--- config.mk ---
export PLATFORM = sky130hd
export DESIGN_NAME = itlb_miss_handler
export DESIGN_NICKNAME = d
export VERILOG_FILES = /design/src/rtl/itlb_miss_handler_pkg.sv /design/src/rtl/itlb_miss_handler.sv
export SDC_FILE = /design/constraint.sdc
export NUM_CORES = 1
export LEC_CHECK = 0
export CORE_MARGIN = 5
export CORE_UTILIZATION = 38
export DETAILED_ROUTE_END_ITERATION = 12
export PLACE_DENSITY = 0.77
export SYNTH_ARGS = -nofsm -noshare
export SYNTH_HDL_FRONTEND = slang
export SYNTH_SLANG_ARGS = --single-unit
export TNS_END_PERCENT = 1
--- constraint.sdc ---
create_clock -name clk -period 4.1 [get_ports clk]
set_input_delay 1.025 -clock clk [delete_from_list [all_inputs] [get_ports clk]]
set_output_delay 1.025 -clock clk [all_outputs]
set_load 0.005 [all_outputs]
--- src/rtl/itlb_miss_handler_pkg.sv ---
// Shared widths, state encoding and PTE address helper for the iTLB miss handler.
package itlb_miss_handler_pkg;

  localparam int VIRT_ADDR_WIDTH    = 32;
  localparam int PHY_ADDR_WIDTH     = 20;
  localparam int PHY_PAGE_NUM_WIDTH = 8;
  localparam int PAGE_SIZE          = 4096;
  localparam int PAGE_OFFSET_WIDTH  = $clog2(PAGE_SIZE);
  localparam int PTE_BYTES_LOG2     = 2;
  // Only these low VPN bits survive the shift-by-2 and truncation to a PTE address.
  localparam int VPN_KEEP_WIDTH     = PHY_ADDR_WIDTH - PTE_BYTES_LOG2;

  // Each non-idle state owns one bit, so the outputs are plain flop outputs.
  typedef enum logic [2:0] {
    ST_IDLE  = 3'b000,
    ST_WALK  = 3'b001,
    ST_FILL  = 3'b010,
    ST_FAULT = 3'b100
  } state_t;

  localparam int ST_BIT_WALK  = 0;
  localparam int ST_BIT_FILL  = 1;
  localparam int ST_BIT_FAULT = 2;

  function automatic logic [PHY_ADDR_WIDTH-1:0] pte_addr(
    input logic [PHY_ADDR_WIDTH-1:0] base,
    input logic [VPN_KEEP_WIDTH-1:0] vpn
  );
    return base + {vpn, {PTE_BYTES_LOG2{1'b0}}};
  endfunction

endpackage

--- src/rtl/itlb_miss_handler.sv ---
// Single-level page-table walker: on an iTLB miss, reads one PTE and either
// fills the iTLB with its PPN or raises a held page fault.
module itlb_miss_handler
  import itlb_miss_handler_pkg::*;
#(
  parameter int PTE_VALID_BIT = 31,
  parameter int PTE_PPN_LSB   = 0
) (
  input  logic                          clk,
  input  logic                          reset,
  input  logic                          tlb_miss,
  input  logic [VIRT_ADDR_WIDTH-1:0]    VirtualAddr,
  input  logic [PHY_ADDR_WIDTH-1:0]     ptbr,
  output logic                          mem_req,
  output logic [PHY_ADDR_WIDTH-1:0]     mem_addr,
  input  logic                          mem_ready,
  input  logic [31:0]                   mem_rdata,
  output logic                          tlb_write,
  output logic [PHY_PAGE_NUM_WIDTH-1:0] physical_page_num_mem,
  output logic                          page_fault,
  input  logic                          fault_ack,
  output logic                          busy
);

  state_t                          r_state;
  state_t                          w_state_next;
  logic [VPN_KEEP_WIDTH-1:0]       r_vpn;
  logic [PHY_PAGE_NUM_WIDTH-1:0]   r_ppn;
  logic                            w_pte_valid;
  logic                            w_walk_done;
  logic                            w_unused;

  assign w_pte_valid = mem_rdata[PTE_VALID_BIT];
  assign w_walk_done = r_state[ST_BIT_WALK] & mem_ready;
  assign w_unused    = ^{VirtualAddr[VIRT_ADDR_WIDTH-1:PAGE_OFFSET_WIDTH+VPN_KEEP_WIDTH],
                         VirtualAddr[PAGE_OFFSET_WIDTH-1:0], mem_rdata};

  // NOTE: sequential state uses non-blocking assignments so every flop samples pre-edge values.
  always_ff @(posedge clk or posedge reset) begin
    if (reset) begin
      r_state <= ST_IDLE;
    end else begin
      r_state <= w_state_next;
    end
  end

  always_ff @(posedge clk or posedge reset) begin
    if (reset) begin
      r_vpn <= '0;
    end else if ((r_state == ST_IDLE) && tlb_miss) begin
      r_vpn <= VirtualAddr[PAGE_OFFSET_WIDTH +: VPN_KEEP_WIDTH];
    end
  end

  // A non-resident PTE leaves the previous PPN on the output.
  always_ff @(posedge clk or posedge reset) begin
    if (reset) begin
      r_ppn <= '0;
    end else if (w_walk_done && w_pte_valid) begin
      r_ppn <= mem_rdata[PTE_PPN_LSB +: PHY_PAGE_NUM_WIDTH];
    end
  end

  // NOTE: the default assignment first keeps this block free of inferred latches.
  always_comb begin
    w_state_next = r_state;
    case (r_state)
      ST_IDLE:  if (tlb_miss)  w_state_next = ST_WALK;
      ST_WALK:  if (mem_ready) w_state_next = w_pte_valid ? ST_FILL : ST_FAULT;
      ST_FILL:                 w_state_next = ST_IDLE;
      ST_FAULT: if (fault_ack) w_state_next = ST_IDLE;
      default:                 w_state_next = ST_IDLE;
    endcase
  end

  assign mem_req               = r_state[ST_BIT_WALK];
  assign tlb_write             = r_state[ST_BIT_FILL];
  assign page_fault            = r_state[ST_BIT_FAULT];
  assign busy                  = |r_state;
  assign mem_addr              = mem_req ? pte_addr(ptbr, r_vpn) : '0;
  assign physical_page_num_mem = r_ppn;

endmodule
# After elaboration in Yosys (flattened, before gate mapping)
# Index checks and enable logic that the tools add are counted.
dict set report totals {
  input_bits 89
  output_inout_bits 32
  wordCells 21
  ff_bits 29
}
dict set report classes {
  n_eq_ne 5
  n_mux 6
  n_reduce_logical 5
  n_bitwise 1
  n_addsub 1
}
# cell n
set ops {}
lappend ops {{$add 20x20->20} 1}
lappend ops {{$mux 20} 1}
lappend ops {{$mux 3} 4}
lappend ops {{$pmux 3 s3} 1}
lappend ops {{$ne 2x2->1 const B} 3}
lappend ops {{$eq 3x1->1 const B} 1}
lappend ops {{$eq 3x3->1 const B} 1}
lappend ops {{$logic_not 3->1} 1}
lappend ops {{$reduce_and 3->1} 1}
lappend ops {{$reduce_or 3->1} 1}
lappend ops {{$logic_and 1x1->1} 2}
lappend ops {{$and 1x1->1} 1}

# Depth between registers and ports, before layout
# Gate-level depths: netlist (run 1).
dict set report logic_depth {
  word_depth 3
  ltp_mapped 8
  depth_no_buf 8
}

# Worst setup path before layout (run 1)
# No wires, ideal clock.
dict set report synth_timing {
  path_kind {input-to-output}
  from {in ptbr[2]}
  to {out mem_addr[18]}
  stages 8
  arrival_ps 2775
  path_slack_ps 300
  cell_sequence {ha_1 > inv_1 > fa_1 > nand2b_1 > a21oi_1 > o22ai_1 > o41ai_1 > mux2i_1}
}
dict set report synth_between {
  elab_chain_cells 2
}
# element line
set synth_lines {}
lappend synth_lines {{start, declared} itlb_miss_handler.sv:13} ;# input logic [PHY_ADDR_WIDTH-1:0] ptbr,
lappend synth_lines {{$add 20x20->20} itlb_miss_handler_pkg.sv:29} ;# return base + {vpn, {PTE_BYTES_LOG2{1'b0}}};
lappend synth_lines {{$mux 20} itlb_miss_handler.sv:80} ;# assign mem_addr = mem_req ? pte_addr(ptbr, r_vpn) : '0;
lappend synth_lines {{end, declared} itlb_miss_handler.sv:15} ;# output logic [PHY_ADDR_WIDTH-1:0] mem_addr,
# No other way between the ends.

# Worst setup path after layout (run 1)
dict set report layout_timing {
  from {in ptbr[10]}
  to {out mem_addr[15]}
}
# The elaborated chain is that of the path after synthesis.

==> results of run 1 <==
[cell type report]
class	count	share of cell area, %
Sequential cell	29	20.24
Inverter	9	0.9424
Clock buffer	6	2.304
Clock inverter	2	0.3839
Tap cell	72	2.513
Multi-Input combinational cell	177	42.09
Timing Repair Buffer	125	31.52
[cell usage in the layout, fill, tap and decap left out, types with 6 or more instances in the layout]
| cell | n |
|---|---|
| xor2_1 | 8 |
| nor2_1 | 20 |
| mux2_2 | 9 |
| dfrtp_1 | 29 |
| nand2_1 | 19 |
| buf_2 | 6 |
| ha_4 | 7 |
| clkdlybuf4s50_1 | 66 |
| inv_1 | 8 |
| ha_1 | 9 |
| buf_4 | 38 |
| nand3_1 | 6 |
| a21oi_2 | 6 |
| a21oi_1 | 13 |
| mux2_1 | 16 |
| o21ai_0 | 7 |
| clkbuf_8 | 6 |
[worst min path at each step]
stage                    from   endpoint  slack, ns
CTS                 r_vpn[16]  r_vpn[16]       0.50
finish              r_vpn[16]  r_vpn[16]       0.49
global route        r_vpn[15]  r_vpn[15]       0.52
detailed placement  r_vpn[13]  r_vpn[13]       0.48
floorplan            r_vpn[0]   r_vpn[0]       0.46
global placement     r_vpn[9]   r_vpn[9]       0.47
[timing repair]
| item | 4_1_cts | 5_1_grt |
|---|---|---|
| gates cloned | 0 | 0 |
| gates resized for setup | 49 | 26 |
| hold buffers | 0 | 0 |
| buffers inserted | 2 | 3 |
| endpoints found under the setup margin | 14 | 12 |
| pin swaps | 6 | 14 |
[routing by layer]
metal  vias to the layer above  global-route usage (%)  part of all wire (%)
met5                         -                       0                     0
met2                        79                   29.05                    48
met3                        10                   6.417                   7.9
met4                         0                   6.579                   2.0
li1                       1050                       -                     -
met1                       993                   20.19                    42
[synth_stat cells (2+ instances only)]
cell	count
nand4b_1	2
a21o_1	3
dfrtp_1	29
mux2_1	16
o21ai_0	9
and2_1	4
inv_1	9
nand2b_1	6
o21a_1	2
clkbuf_1	3
xor2_1	8
ha_1	17
nand4_1	2
a21oi_1	20
nand2_1	19
nand3_1	6
nor3b_1	3
mux2i_1	4
o211ai_1	3
a31oi_1	2
mux2_2	9
nor3_1	4
o21ai_1	2
nor2_1	20
[sequential cells by signal, indices dropped and copies added, names as in the netlist]
| name | cells |
|---|---|
| physical_page_num_mem | 8 |
| r_state | 3 |
| r_vpn | 18 |
[through the flow]
stage               hold slack (ns)  TNS [ns]  power, uW  util (%)
CTS                          0.4977   -0.7203       2567     63.68
finish                       0.4945  -0.04104       2708     66.32
detailed placement           0.4826    -5.883       2273     60.23
global route                 0.5181   -0.2329       2928     66.32
global placement             0.4732    -5.524       2226     60.23
floorplan                    0.4623         0       1386         -
[power by group through the flow]
stage          clock [uW]  combinational [uW]  sequential [uW]
3_3_place_gp            0                1700              523
5_1_grt               274                2080              571
6_report              251                1910              548
4_1_cts               261                1770              535
2_1_floorplan           0                 892              493
3_5_place_dp            0                1740              531
[worst max-delay path, cell delays in order]
cell             delay (ns)
clkdlybuf4s50_1        0.47
ha_4                   0.32
nand2_1                0.10
nor3_2                 0.20
buf_4                  0.16
and3_4                 0.20
buf_4                  0.11
nor3_1                 0.04
nor3b_1                0.22
clkdlybuf4s15_1        0.25
[cell families after synthesis]
logic type,Yosys count,share of synthesized area (%)
simple gates,72,17.41
compound gates,49,14.47
mux,29,15.43
flops,29,34.81
fa+ha+maj,18,11.16
buf+inv,14,2.941
xor+xnor,9,3.782
==> impl_metrics.yaml, run 1 <==
run_status:
  status: "complete, but fails checks"
  violations: "setup timing"
global_routing:
  antenna_found_initial: 0
  grt_max_degree: 30
  grt_overflow: 0
  grt_usage_pct: 17.41
  grt_pass1_vias: 2186
  grt_pass1_wl_um: 10050
floorplanning:
  core.rowCount: 27
  die_w_um: 84.07
  start_util_pct: 38.56
  num_io_pins: 121
  dieHeight_um: 84.07
  core_region_area_mm2: 0.005405
  die_area_mm2: 0.007067
worst_setup_path:
  setup.worst_path.start_class: "input port"
  endpoint: "mem_addr[15]"
  required_ns: 3.07
  r2r-end: "r_vpn[17]"
  worstReg2RegStart: "r_state[0]"
  worst_ep_arrival_time_ns: 3.12
  r2r_setup_slack_ns: 2.05
  crit_type: "input port to primary output"
  crit_path_end_kind: "primary output"
  ff2ff_path_depth: 3
  cp_max_fo: 4
  startpoint: "ptbr[10]"
finish:
  final_nets: 454
  fin_cells: 420
  fill_cells: 434
  synthToLayoutAreaGrowth_pct: 71.97
  stdcell_area_mm2: 0.003585
  drive_above_1_share_pct: 28.16
  n_antenna_cell: 0
  multiInputGateArea_mm2: 0.001509
  seqCellArea_um2: 725.7
yosys:
  synth_top_flop_cell: "dfrtp_1"
  ys_seq_area_share_pct: 34.81
  yosysUniqueCellTypes: 42
  syn_inst: 220
  synth_edf_count: 0
  avgSynthCellArea_um2: 9.475
  syn_nets: 327
  async_flop_share_pct: 100.0
  yosysWarnings: 0
  synth_area_leaders: "dfrtp_1 35%, ha_1 10%, mux2_1 8.6%, mux2_2 4.9%, a21oi_1 4.8%"
  synth_top_area_share_pct: 34.81
  syn_area_mm2: 0.002084
  synth_seq_cells: 29
  yosysTopAreaCell: "dfrtp_1"
placed_design:
  gp_congestion: 0.8310
  dp_hpwl_um: 4766
  dp_cells: 407
  post_dp_cell_area_mm2: 0.003256
  port_buffers: 83
  place_ws_ns: -0.8095
clock_network:
  htreeDepth: 2
  cts_buffers: 5
  clock_sinks: 29
  cts-root-buf: "clkbuf_8"
  cts_tree: "yes"
  clk_latency_ns: 0.28
  path_clk_slew_ns: 0.06
  clock_path_buffers: 2
run:
  drv_cap: 0
timing:
  setup_viol: 1
  fin_crit_ns: 4.141
  skew_ns: 0.004658
  finalWorstSetupSlack_ns: -0.04104
  period_share_pct: 101.0
  drv_slew: 0
  hold_viol: 0
  max_freq_ghz: 0.2415
  worst_pin_slew_ns: 1.098
  grt_setup_unrepaired: "true"
  slew_headroom_pct: 26.75
routing:
  vias: 2132
  route.detailed.drc: 0
  drt_pass1_iterations: 4
  via_per_inst: 5.076
  wirelength_um: 6434
  postRouteAntennaNets: 0
  wire_per_inst_um: 15.32
  drtIter0Drc: 58
power_and_ir_drop:
  power.density_mw_per_mm2: 755.3
  leakage_uw: 0.001583
  swShare_pct: 39.92
  p_seq_share_pct: 20.3
  clockPowerShare_pct: 9.3
  power_frac_comb_pct: 70.5
  p_int_uw: 1627
  power_switching_uw: 1081
  peakVddDrop_mv: 0.4522
hold_path:
  hp-class: "register to register"
  holdPathStages: 1
(Power assumes the default switching activity.)
==> run 2: changes to the inputs <==
--- a/config.mk
+++ b/config.mk
@@ -5,7 +5,6 @@
 export SDC_FILE = /design/constraint.sdc
 export NUM_CORES = 1
 export LEC_CHECK = 0
-export CORE_MARGIN = 5
 export CORE_UTILIZATION = 38
 export DETAILED_ROUTE_END_ITERATION = 12
 export PLACE_DENSITY = 0.77
==> impl_metrics.yaml, run 2 (synthesis results as in run 1) <==
floorplanning:
  num_io_pins: 121
  die_area_mm2: 0.005786
  core_region_area_mm2: 0.005205
  core.rowCount: 26
  die_w_um: 76.07
  dieHeight_um: 76.07
  start_util_pct: 40.05
global_routing:
  grt_pass1_wl_um: 9446
  grt_max_degree: 30
  grt_usage_pct: 20.55
  antenna_found_initial: 0
  grt_overflow: 0
  grt_pass1_vias: 2048
routing:
  drt_pass1_iterations: 4
  wl_met2_um: 2863
  wire_per_inst_um: 14.21
  via_per_inst: 4.995
  postRouteAntennaNets: 0
  wl_met3_um: 389
  topRoutingLayerUsed: "met4"
  wirelength_um: 5913
  drtIter0Drc: 56
  route.detailed.drc: 0
  wl_met1_um: 2590
  vias: 2078
timing:
  skew_ns: 0.008275
  slew_headroom_pct: 26.40
  whs_ns: 0.4913
  hold_viol: 0
  finalSetupTns_ns: -0.2922
  finalWorstSetupSlack_ns: -0.09116
  worst_pin_slew_ns: 1.103
  fin_crit_ns: 4.191
  grt_setup_unrepaired: "true"
  max_freq_ghz: 0.2386
  setup_viol: 5
  drv_slew: 0
  period_share_pct: 102.2
finish:
  stdcell_area_mm2: 0.003466
  fill_cells: 452
  mostFrequentLayoutCell: "clkdlybuf4s50_1"
  synthToLayoutAreaGrowth_pct: 66.27
  n_antenna_cell: 0
  top_register: "r_vpn"
  final_nets: 453
  seqCellArea_um2: 725.7
  multiInputGateArea_mm2: 0.001430
  largest_reg_flops: 18
  drive_above_1_share_pct: 26.01
  mostFrequentLayoutCells: "69 x clkdlybuf4s50_1, 40 x buf_4, 29 x dfrtp_1"
worst_setup_path:
  cpPeakStageDelay_ns: 0.46
  worstReg2RegStart: "r_state[0]"
  setup.worst_path.start_class: "input port"
  crit_chain: "clkdlybuf4s50_1 -> ha_2 -> inv_1 -> fa_2 -> nand2b_4 -> a21oi_4 -> o22ai_2 -> o41ai_2 -> mux2i_1 -> buf_2"
  required_ns: 3.07
  path_buf_inv: 3
  crit_type: "input port to primary output"
  critPathSlowestCell: "clkdlybuf4s50_1"
  worst_ep_arrival_time_ns: 3.17
  crit_path_end_kind: "primary output"
  cp_max_fo: 2
  crit_family: "buffers and inverters"
  startpoint: "ptbr[2]"
placed_design:
  port_buffers: 83
  dp_hpwl_um: 4480
  post_dp_cell_area_mm2: 0.003276
  gp_congestion: 0.8788
hold_path:
  holdCritStartpoint: "r_vpn[7]"
  hp-class: "register to register"
clock_network:
  htreeDepth: 2
  clock_path_buffers: 2
  clock_sinks: 29
  clk_latency_ns: 0.28
  cts-root-buf: "clkbuf_8"
  cts_buffers: 5
  path_clk_slew_ns: 0.06
  cts_tree: "yes"
run_status:
  status: "complete, but fails checks"
  violations: "setup timing"
run:
  drv_cap: 0
power_and_ir_drop:
  power.density_mw_per_mm2: 746.7
  peakVddDrop_mv: 0.4103
  leakage_uw: 0.001568
run 2: changes by cell type in the layout (fill, tap and decap cells not counted), sizes merged:
cell,previous run,this run
buf,48,45
dlygate4sd2,5,1
clkdlybuf4s50,66,69
dlymetal6s2s,4,3
clkinvlp,0,1
clkinv,2,0
clkbuf,7,12
clkdlybuf4s15,1,0
run 2: path summary, 6_finish.rpt:
path | to | slack (ns) | cells past startpoint
setup / recovery | mem_addr[18] | -0.09 | 10
hold / removal | r_vpn[7] | 0.49 | 1
setup reg to reg | r_vpn[17] | 2.07 | 3
hold reg to reg | r_vpn[7] | 0.49 | 1
max in group asynchronous | r_vpn[15] | 2.09 | 2
min in group asynchronous | r_vpn[9] | 1.34 | 2
run 2: repair_timing:
action	in CTS	in global routing
setup endpoints to repair	13	12
setup buffers	0	1
endpoints found under the hold margin	0	0
resized for setup	39	21
hold buffers	0	0
pin swaps	10	8
run 2: through the flow:
step / std cells / setup slack [ns] / util (%) / total power [uW]
5_1_grt: 416 / -0.1966 / 66.59 / 2798
4_1_cts: 415 / -0.1578 / 65.84 / 2546
3_5_place_dp: 408 / -0.8059 / 62.93 / 2272
2_1_floorplan: 220 / 0.3005 / - / 1386
6_report: 416 / -0.09116 / 66.59 / 2588
3_3_place_gp: 408 / -0.7919 / 62.93 / 2225
run 2: area by class of cell:
class / instances / share of cell area [%]
Tap cell: 70 / 2.527
Clock buffer: 6 / 2.383
Timing Repair Buffer: 124 / 31.70
Clock inverter: 1 / 0.2166
Inverter: 9 / 0.9747
Multi-Input combinational cell: 177 / 41.26
Sequential cell: 29 / 20.94
run 2: power by group:
part	switching, uW	internal, uW
sequential	109	427
combinational	797	1010
clock	110	132
run 2: metal layers:
layer  vias up  global-route usage (%)
met2        68                   34.09
li1       1047                       -
met4         0                   7.115
met5         -                       0
met3         8                   5.749
met1       955                   25.60
